--- config.mk ---
export PLATFORM = sky130hd
export DESIGN_NAME = risc_ctrl_fsm_flat
export DESIGN_NICKNAME = d
export VERILOG_FILES = /design/src/rtl/risc_ctrl_fsm_if.sv /design/src/rtl/risc_ctrl_fsm.sv /design/src/flat_wrapper.sv
export SDC_FILE = /design/constraint.sdc
export NUM_CORES = 1
export LEC_CHECK = 0
export ABC_AREA = 1
export BUFFER_PORTS_ARGS = -buffer_cell sky130_fd_sc_hd__buf_2
export CORE_AREA = 2 2 39 41
export CTS_BUF_LIST = sky130_fd_sc_hd__clkbuf_16
export CTS_CLUSTER_DIAMETER = 60
export DETAILED_ROUTE_END_ITERATION = 7
export DIE_AREA = 0 0 41 43
export HOLD_SLACK_MARGIN = 0.08
export REMOVE_ABC_BUFFERS = 1
export SETUP_SLACK_MARGIN = 0.4
export SYNTH_ARGS = -nofsm -noshare
export SYNTH_HDL_FRONTEND = slang
export SYNTH_SLANG_ARGS = --single-unit
--- constraint.sdc ---
create_clock -name clk -period 1.4 [get_ports clk]
set_clock_uncertainty 0.2 [all_clocks]
set_input_delay 0.21 -clock clk [delete_from_list [all_inputs] [get_ports clk]]
set_output_delay 0.21 -clock clk [all_outputs]
set_load 0.01 [all_outputs]
--- src/rtl/risc_ctrl_fsm_if.sv ---
// ---------------------------------------------------------------------------
// risc_ctrl_fsm_if : control bundle between the RiSC-16 multi-cycle control
// FSM and the datapath / unified memory.
//   master (control FSM) : drives ALU select, memory handshake, IR/PC/RF
//                          strobes, mux selects and halted; samples opcode,
//                          imm_nz, alu_stat, mem_ready.
//   slave  (datapath)    : the mirror image.
// ALU function encodings (FUNCT_LEN = 2): ADD = 0, SUB = 1, NAND = 2,
// PASSA = 3.
// ---------------------------------------------------------------------------
interface risc_ctrl_fsm_if #(
    parameter int OPC_LEN   = 3,
    parameter int PCSEL_LEN = 2,
    parameter int WSEL_LEN  = 2,
    parameter int FUNCT_LEN = 2
);
    logic [OPC_LEN-1:0]   opcode;
    logic                 imm_nz;
    logic                 alu_stat;
    logic                 mem_ready;
    logic [FUNCT_LEN-1:0] alu_funct;
    logic                 alu_bsrc;
    logic                 mem_req;
    logic                 mem_we;
    logic                 mem_asel;
    logic                 ir_we;
    logic                 pc_we;
    logic [PCSEL_LEN-1:0] pc_src;
    logic                 rf_we;
    logic [WSEL_LEN-1:0]  rf_wsel;
    logic                 halted;

    modport master (
        input  opcode, imm_nz, alu_stat, mem_ready,
        output alu_funct, alu_bsrc, mem_req, mem_we, mem_asel, ir_we,
               pc_we, pc_src, rf_we, rf_wsel, halted
    );

    modport slave (
        output opcode, imm_nz, alu_stat, mem_ready,
        input  alu_funct, alu_bsrc, mem_req, mem_we, mem_asel, ir_we,
               pc_we, pc_src, rf_we, rf_wsel, halted
    );
endinterface

--- src/rtl/risc_ctrl_fsm.sv ---
// ---------------------------------------------------------------------------
// risc_ctrl_fsm : multi-cycle control unit for the non-pipelined RiSC-16.
// Sequences RESET -> FETCH -> DECODE -> EXEC -> (MEM | WB) -> FETCH, or
// DECODE -> HALT for JALR with a non-zero immediate.
// Ports:
//   clk   : system clock, rising edge
//   rst_n : asynchronous active-low reset (state cleared to RESET)
//   bus   : risc_ctrl_fsm_if.master, all datapath/memory control
// Outputs are combinational from state and inputs so that an asserted
// reset removes every strobe immediately, without waiting for a clock.
// ---------------------------------------------------------------------------
module risc_ctrl_fsm #(
    parameter int OPC_LEN   = 3,
    parameter int PCSEL_LEN = 2,
    parameter int WSEL_LEN  = 2,
    parameter int FUNCT_LEN = 2
) (
    input  logic               clk,
    input  logic               rst_n,
    risc_ctrl_fsm_if.master    bus
);

    localparam logic [OPC_LEN-1:0] OP_ADD  = 3'd0;
    localparam logic [OPC_LEN-1:0] OP_ADDI = 3'd1;
    localparam logic [OPC_LEN-1:0] OP_NAND = 3'd2;
    localparam logic [OPC_LEN-1:0] OP_LUI  = 3'd3;
    localparam logic [OPC_LEN-1:0] OP_SW   = 3'd4;
    localparam logic [OPC_LEN-1:0] OP_LW   = 3'd5;
    localparam logic [OPC_LEN-1:0] OP_BEQ  = 3'd6;
    localparam logic [OPC_LEN-1:0] OP_JALR = 3'd7;

    localparam logic [FUNCT_LEN-1:0] FUNCT_ADD   = 2'd0;
    localparam logic [FUNCT_LEN-1:0] FUNCT_SUB   = 2'd1;
    localparam logic [FUNCT_LEN-1:0] FUNCT_NAND  = 2'd2;
    localparam logic [FUNCT_LEN-1:0] FUNCT_PASSA = 2'd3;

    localparam logic [PCSEL_LEN-1:0] PC_INC = 2'd0;
    localparam logic [PCSEL_LEN-1:0] PC_BR  = 2'd1;
    localparam logic [PCSEL_LEN-1:0] PC_ALU = 2'd2;

    localparam logic [WSEL_LEN-1:0] WS_ALU = 2'd0;
    localparam logic [WSEL_LEN-1:0] WS_MEM = 2'd1;
    localparam logic [WSEL_LEN-1:0] WS_PC  = 2'd2;
    localparam logic [WSEL_LEN-1:0] WS_LUI = 2'd3;

    typedef enum logic [2:0] {
        ST_RESET  = 3'd0,
        ST_FETCH  = 3'd1,
        ST_DECODE = 3'd2,
        ST_EXEC   = 3'd3,
        ST_MEM    = 3'd4,
        ST_WB     = 3'd5,
        ST_HALT   = 3'd6
    } state_e;

    state_e state_q;
    state_e state_d;

    // State register, cleared asynchronously to RESET.
    always_ff @(posedge clk or negedge rst_n) begin
        if (!rst_n) begin
            state_q <= ST_RESET;
        end else begin
            state_q <= state_d;
        end
    end

    // Next-state and output decode; every output defaults to 0 so selects
    // are never X when their enable is low.
    always_comb begin
        state_d       = state_q;
        bus.alu_funct = FUNCT_ADD;
        bus.alu_bsrc  = 1'b0;
        bus.mem_req   = 1'b0;
        bus.mem_we    = 1'b0;
        bus.mem_asel  = 1'b0;
        bus.ir_we     = 1'b0;
        bus.pc_we     = 1'b0;
        bus.pc_src    = PC_INC;
        bus.rf_we     = 1'b0;
        bus.rf_wsel   = WS_ALU;
        bus.halted    = 1'b0;

        case (state_q)
            ST_RESET: begin
                state_d = ST_FETCH;
            end

            ST_FETCH: begin
                bus.mem_req = 1'b1;
                if (bus.mem_ready) begin
                    bus.ir_we = 1'b1;
                    bus.pc_we = 1'b1;
                    state_d   = ST_DECODE;
                end else begin
                    state_d   = ST_FETCH;
                end
            end

            ST_DECODE: begin
                // JALR with a non-zero immediate is the HALT encoding.
                if ((bus.opcode == OP_JALR) && bus.imm_nz) begin
                    state_d = ST_HALT;
                end else begin
                    state_d = ST_EXEC;
                end
            end

            ST_EXEC: begin
                case (bus.opcode)
                    OP_ADD: begin
                        state_d = ST_WB;
                    end
                    OP_ADDI: begin
                        bus.alu_bsrc = 1'b1;
                        state_d      = ST_WB;
                    end
                    OP_NAND: begin
                        bus.alu_funct = FUNCT_NAND;
                        state_d       = ST_WB;
                    end
                    OP_LUI: begin
                        bus.rf_we   = 1'b1;
                        bus.rf_wsel = WS_LUI;
                        state_d     = ST_FETCH;
                    end
                    OP_SW, OP_LW: begin
                        bus.alu_bsrc = 1'b1;
                        state_d      = ST_MEM;
                    end
                    OP_BEQ: begin
                        bus.alu_funct = FUNCT_SUB;
                        if (bus.alu_stat) begin
                            bus.pc_we  = 1'b1;
                            bus.pc_src = PC_BR;
                        end else begin
                            bus.pc_we  = 1'b0;
                        end
                        state_d = ST_FETCH;
                    end
                    OP_JALR: begin
                        // Link (PC already incremented) and jump in one cycle;
                        // PC takes regB before the RF edge updates it.
                        bus.alu_funct = FUNCT_PASSA;
                        bus.rf_we     = 1'b1;
                        bus.rf_wsel   = WS_PC;
                        bus.pc_we     = 1'b1;
                        bus.pc_src    = PC_ALU;
                        state_d       = ST_FETCH;
                    end
                    default: begin
                        state_d = ST_RESET;
                    end
                endcase
            end

            ST_MEM: begin
                // Address (rB + imm7) held stable for the whole access.
                bus.mem_req  = 1'b1;
                bus.mem_asel = 1'b1;
                bus.alu_bsrc = 1'b1;
                bus.mem_we   = (bus.opcode == OP_SW);
                if (bus.mem_ready) begin
                    if (bus.opcode == OP_LW) begin
                        bus.rf_we   = 1'b1;
                        bus.rf_wsel = WS_MEM;
                    end else begin
                        bus.rf_we   = 1'b0;
                    end
                    state_d = ST_FETCH;
                end else begin
                    state_d = ST_MEM;
                end
            end

            ST_WB: begin
                if (bus.opcode == OP_NAND) begin
                    bus.alu_funct = FUNCT_NAND;
                end else begin
                    bus.alu_funct = FUNCT_ADD;
                end
                bus.alu_bsrc = (bus.opcode == OP_ADDI);
                bus.rf_we    = 1'b1;
                bus.rf_wsel  = WS_ALU;
                state_d      = ST_FETCH;
            end

            ST_HALT: begin
                bus.halted = 1'b1;
                state_d    = ST_HALT;
            end

            default: begin
                state_d = ST_RESET;
            end
        endcase
    end

endmodule

--- src/flat_wrapper.sv ---
// flat-port wrapper written by rule: the top's interface ports become plain ports
module risc_ctrl_fsm_flat 
#(
    parameter int OPC_LEN   = 3,
    parameter int PCSEL_LEN = 2,
    parameter int WSEL_LEN  = 2,
    parameter int FUNCT_LEN = 2
)
  (clk, rst_n, bus_opcode, bus_imm_nz, bus_alu_stat, bus_mem_ready, bus_alu_funct, bus_alu_bsrc, bus_mem_req, bus_mem_we, bus_mem_asel, bus_ir_we, bus_pc_we, bus_pc_src, bus_rf_we, bus_rf_wsel, bus_halted);
  risc_ctrl_fsm_if #(.OPC_LEN(OPC_LEN), .PCSEL_LEN(PCSEL_LEN), .WSEL_LEN(WSEL_LEN), .FUNCT_LEN(FUNCT_LEN)) bus_i ();
  input  logic clk;
  input  logic rst_n;
  input wire logic [$bits(bus_i.opcode)-1:0] bus_opcode;
  input wire logic [$bits(bus_i.imm_nz)-1:0] bus_imm_nz;
  input wire logic [$bits(bus_i.alu_stat)-1:0] bus_alu_stat;
  input wire logic [$bits(bus_i.mem_ready)-1:0] bus_mem_ready;
  output wire logic [$bits(bus_i.alu_funct)-1:0] bus_alu_funct;
  output wire logic [$bits(bus_i.alu_bsrc)-1:0] bus_alu_bsrc;
  output wire logic [$bits(bus_i.mem_req)-1:0] bus_mem_req;
  output wire logic [$bits(bus_i.mem_we)-1:0] bus_mem_we;
  output wire logic [$bits(bus_i.mem_asel)-1:0] bus_mem_asel;
  output wire logic [$bits(bus_i.ir_we)-1:0] bus_ir_we;
  output wire logic [$bits(bus_i.pc_we)-1:0] bus_pc_we;
  output wire logic [$bits(bus_i.pc_src)-1:0] bus_pc_src;
  output wire logic [$bits(bus_i.rf_we)-1:0] bus_rf_we;
  output wire logic [$bits(bus_i.rf_wsel)-1:0] bus_rf_wsel;
  output wire logic [$bits(bus_i.halted)-1:0] bus_halted;
  assign bus_i.opcode = bus_opcode;
  assign bus_i.imm_nz = bus_imm_nz;
  assign bus_i.alu_stat = bus_alu_stat;
  assign bus_i.mem_ready = bus_mem_ready;
  assign bus_alu_funct = bus_i.alu_funct;
  assign bus_alu_bsrc = bus_i.alu_bsrc;
  assign bus_mem_req = bus_i.mem_req;
  assign bus_mem_we = bus_i.mem_we;
  assign bus_mem_asel = bus_i.mem_asel;
  assign bus_ir_we = bus_i.ir_we;
  assign bus_pc_we = bus_i.pc_we;
  assign bus_pc_src = bus_i.pc_src;
  assign bus_rf_we = bus_i.rf_we;
  assign bus_rf_wsel = bus_i.rf_wsel;
  assign bus_halted = bus_i.halted;
  risc_ctrl_fsm #(.OPC_LEN(OPC_LEN), .PCSEL_LEN(PCSEL_LEN), .WSEL_LEN(WSEL_LEN), .FUNCT_LEN(FUNCT_LEN)) u_core (.clk(clk), .rst_n(rst_n), .bus(bus_i));
endmodule
==> results.cfg <==
[timing]
post-route-period-util_pct = 117
final.setup.worst_slack_ns = -0.244
final_hold_viol_count = 0
fmax_mhz = 608
rsz0062_at_grt = true
min_period_ns = 1.64
finalSetupViolCount = 15
slew_violations = 0
tightest_slew_ns = 0.252
relSlewSlack_pct = 83.1

[min_path]
min_path_cells = 3
hold_class = input port to flip-flop
worstHoldStart = bus_opcode[1]
hold_end = u_core.state_q[0]

[final_layout]
layout_commonest_cell = nand2_1
area_delta_synth_final_pct = 114
layout_common_cells = nand2_1 (18), buf_2 (17), buf_4 (12)
top_regs = u_core.state_q x3
postLayoutCoreUtil_pct = 56.1
ff_latch_area_um2 = 78.8
diodes = 0
nets = 119
regMostFlops = u_core.state_q
multi_input_area_um2 = 298
drive_above_1_share_pct = 52.7
largest_reg_flops = 3
nFillCells = 127

[setup_path]
cp_max_fo = 6
reg2reg_depth = 7
timing.rr.end = u_core.state_q[1]
cp-end-kind = output port
setup.worst_path.class = flip-flop to output port
crit_arrival_ns = 1.23
reg2reg_setup_slack_ns = -0.17
critical_path_required_ns = 0.99
timing.rr.start = u_core.state_q[0]
crit_path_start_kind = flip-flop

[die]
rows = 14
initial_core_util_pct = 26.2
die_w_um = 41
fp.coreArea_mm2 = 0.00138
ios = 22
die_h_um = 43
design.die.area_mm2 = 0.00176

[detailed_routing]
routed_wl_um = 1270
drc = 0
met2_wirelength_um = 652
top_layer = met3
final_antenna_net_count = 0
first_iter_violations = 1
dr_wl_met3_um = 74
wl_per_cell_um = 10.0
via_count = 576
vias_per_cell = 4.57
dr.pass1.iters = 2
met1_length_um = 539

[yosys]
yosys.area.top_type = nand2_1
synth_top_family_by_area = simple AND/OR/NAND/NOR gates
synth-compound-area-share_pct = 4.14
syn_area_per_cell_um2 = 5.18
syn-cell-area_um2 = 363
seq_area_frac_synth_pct = 20.7
yosysWarnings = 0
synthTopCellsByArea = nand2_1 (23%), dfrtp_1 (21%), nand3_1 (19%)
ys_ff_latch = 3
synth_top_area_share_pct = 22.8
synthDistinctLibCells = 12
synth_cells = 70
synthAdderAreaFrac_pct = 0
synth_xor_area_share_pct = 0
synthMuxAreaShare_pct = 0
synth-simple-area-share_pct = 62.8

[place]
dp_slack_ns = -0.0885
routabilityCongestion = 0.791
port_buffers = 21
dpl.hpwl_um = 892

[global_route]
grt_pass1_vias = 504
grt_pass1_wl_um = 2010
grt.overflow.total = 0
track_usage_pct = 16.6
antenna_found_initial = 0
grt_max_degree = 8

[power_and_ir_drop]
peakVddDrop_mv = 0.500
cellPowerDensity_mw_per_mm2 = 738
p_leak_nw = 0.459

[cts]
clockBufferDepth = 2
cts_inserted_buffers = 3
cts.htree.levels = 1
cts-root-buf = clkbuf_16
cts_tree = yes
insertion_delay_ns = 0.22
cts.sink_count = 3
clkTransAtPathRegs_ns = 0.03

[run_status]
outcome = finished with violations
violations = negative setup slack

[job]
cap_violations = 0
-- kinds of logic after synthesis --
family                 after synthesis
buffers and inverters               12
AO/OA/AOI/OAI                        3
AND/OR/NAND/NOR                     52
flip-flops                           3
-- worst max-delay path, stage by stage, from the launching register on --
cell and delay, ns:
dfrtp_2 0.45, nor3_2 0.29, nand2_1 0.08, nand3_1 0.07, buf_2 0.12
-- cell type report --
cell class | count | area share [%]
Inverter | 12 | 6.13
Clock buffer | 3 | 9.68
Multi-Input combinational cell | 55 | 38.4
Timing Repair Buffer | 36 | 32.6
Sequential cell | 3 | 10.2
Clock inverter | 1 | 0.484
Tap cell | 16 | 2.58
-- per-stage QoR --
step	TNS, ns	power (W)	std cells	hold WS, ns	area [µm²]
floorplan	-0.0905	0.000105	70	-0.286	363
global placement	-0.444	0.000125	114	-0.193	541
detailed placement	-0.402	0.000125	114	-0.191	541
CTS	-2.73	0.000577	123	0.0857	722
global route	-3.90	0.000596	126	0.117	776
finish	-2.87	0.000573	126	0.0938	776
-- synth_stat cells --
library cell,number
o21ai_0,2
nor2_1,11
inv_2,1
o21ai_1,1
inv_1,11
dfrtp_1,3
nand4_1,2
nand2_1,22
nor2_2,1
nand3_1,14
nor3_2,1
nor3_1,1
-- layer usage --
metal,GRT usage [%],vias to the layer above
li1,-,302
met1,19.4,257
met2,26.9,17
met3,6.81,0
met4,4.00,0
met5,0,-
-- what timing repair did --
item	in CTS	in global routing
endpoints found under the hold margin	3	0
endpoints found under the setup margin	17	17
resized for setup	18	9
hold buffers	1	0
buffers inserted	4	3
pin swaps	8	1
-- power by group --
| group | internal [W] | switching, W |
|---|---|---|
| combinational | 0.0000149 | 0.0000264 |
| sequential | 0.0000873 | 0 |
| clock | 0.000368 | 0.0000760 |
-- worst max path at each step --
stage | start | endpoint | slack [ns]
after CTS | u_core.state_q[1] | bus_alu_bsrc | -0.24
after floorplan | u_core.state_q[2] | bus_rf_wsel[0] | -0.05
final | u_core.state_q[1] | bus_alu_bsrc | -0.24
after global routing | u_core.state_q[1] | bus_pc_src[0] | -0.33
after detailed placement | u_core.state_q[1] | bus_pc_we | -0.09
after global placement | u_core.state_q[1] | bus_pc_we | -0.1
Note: power is estimated with default switching activity, not from simulation.
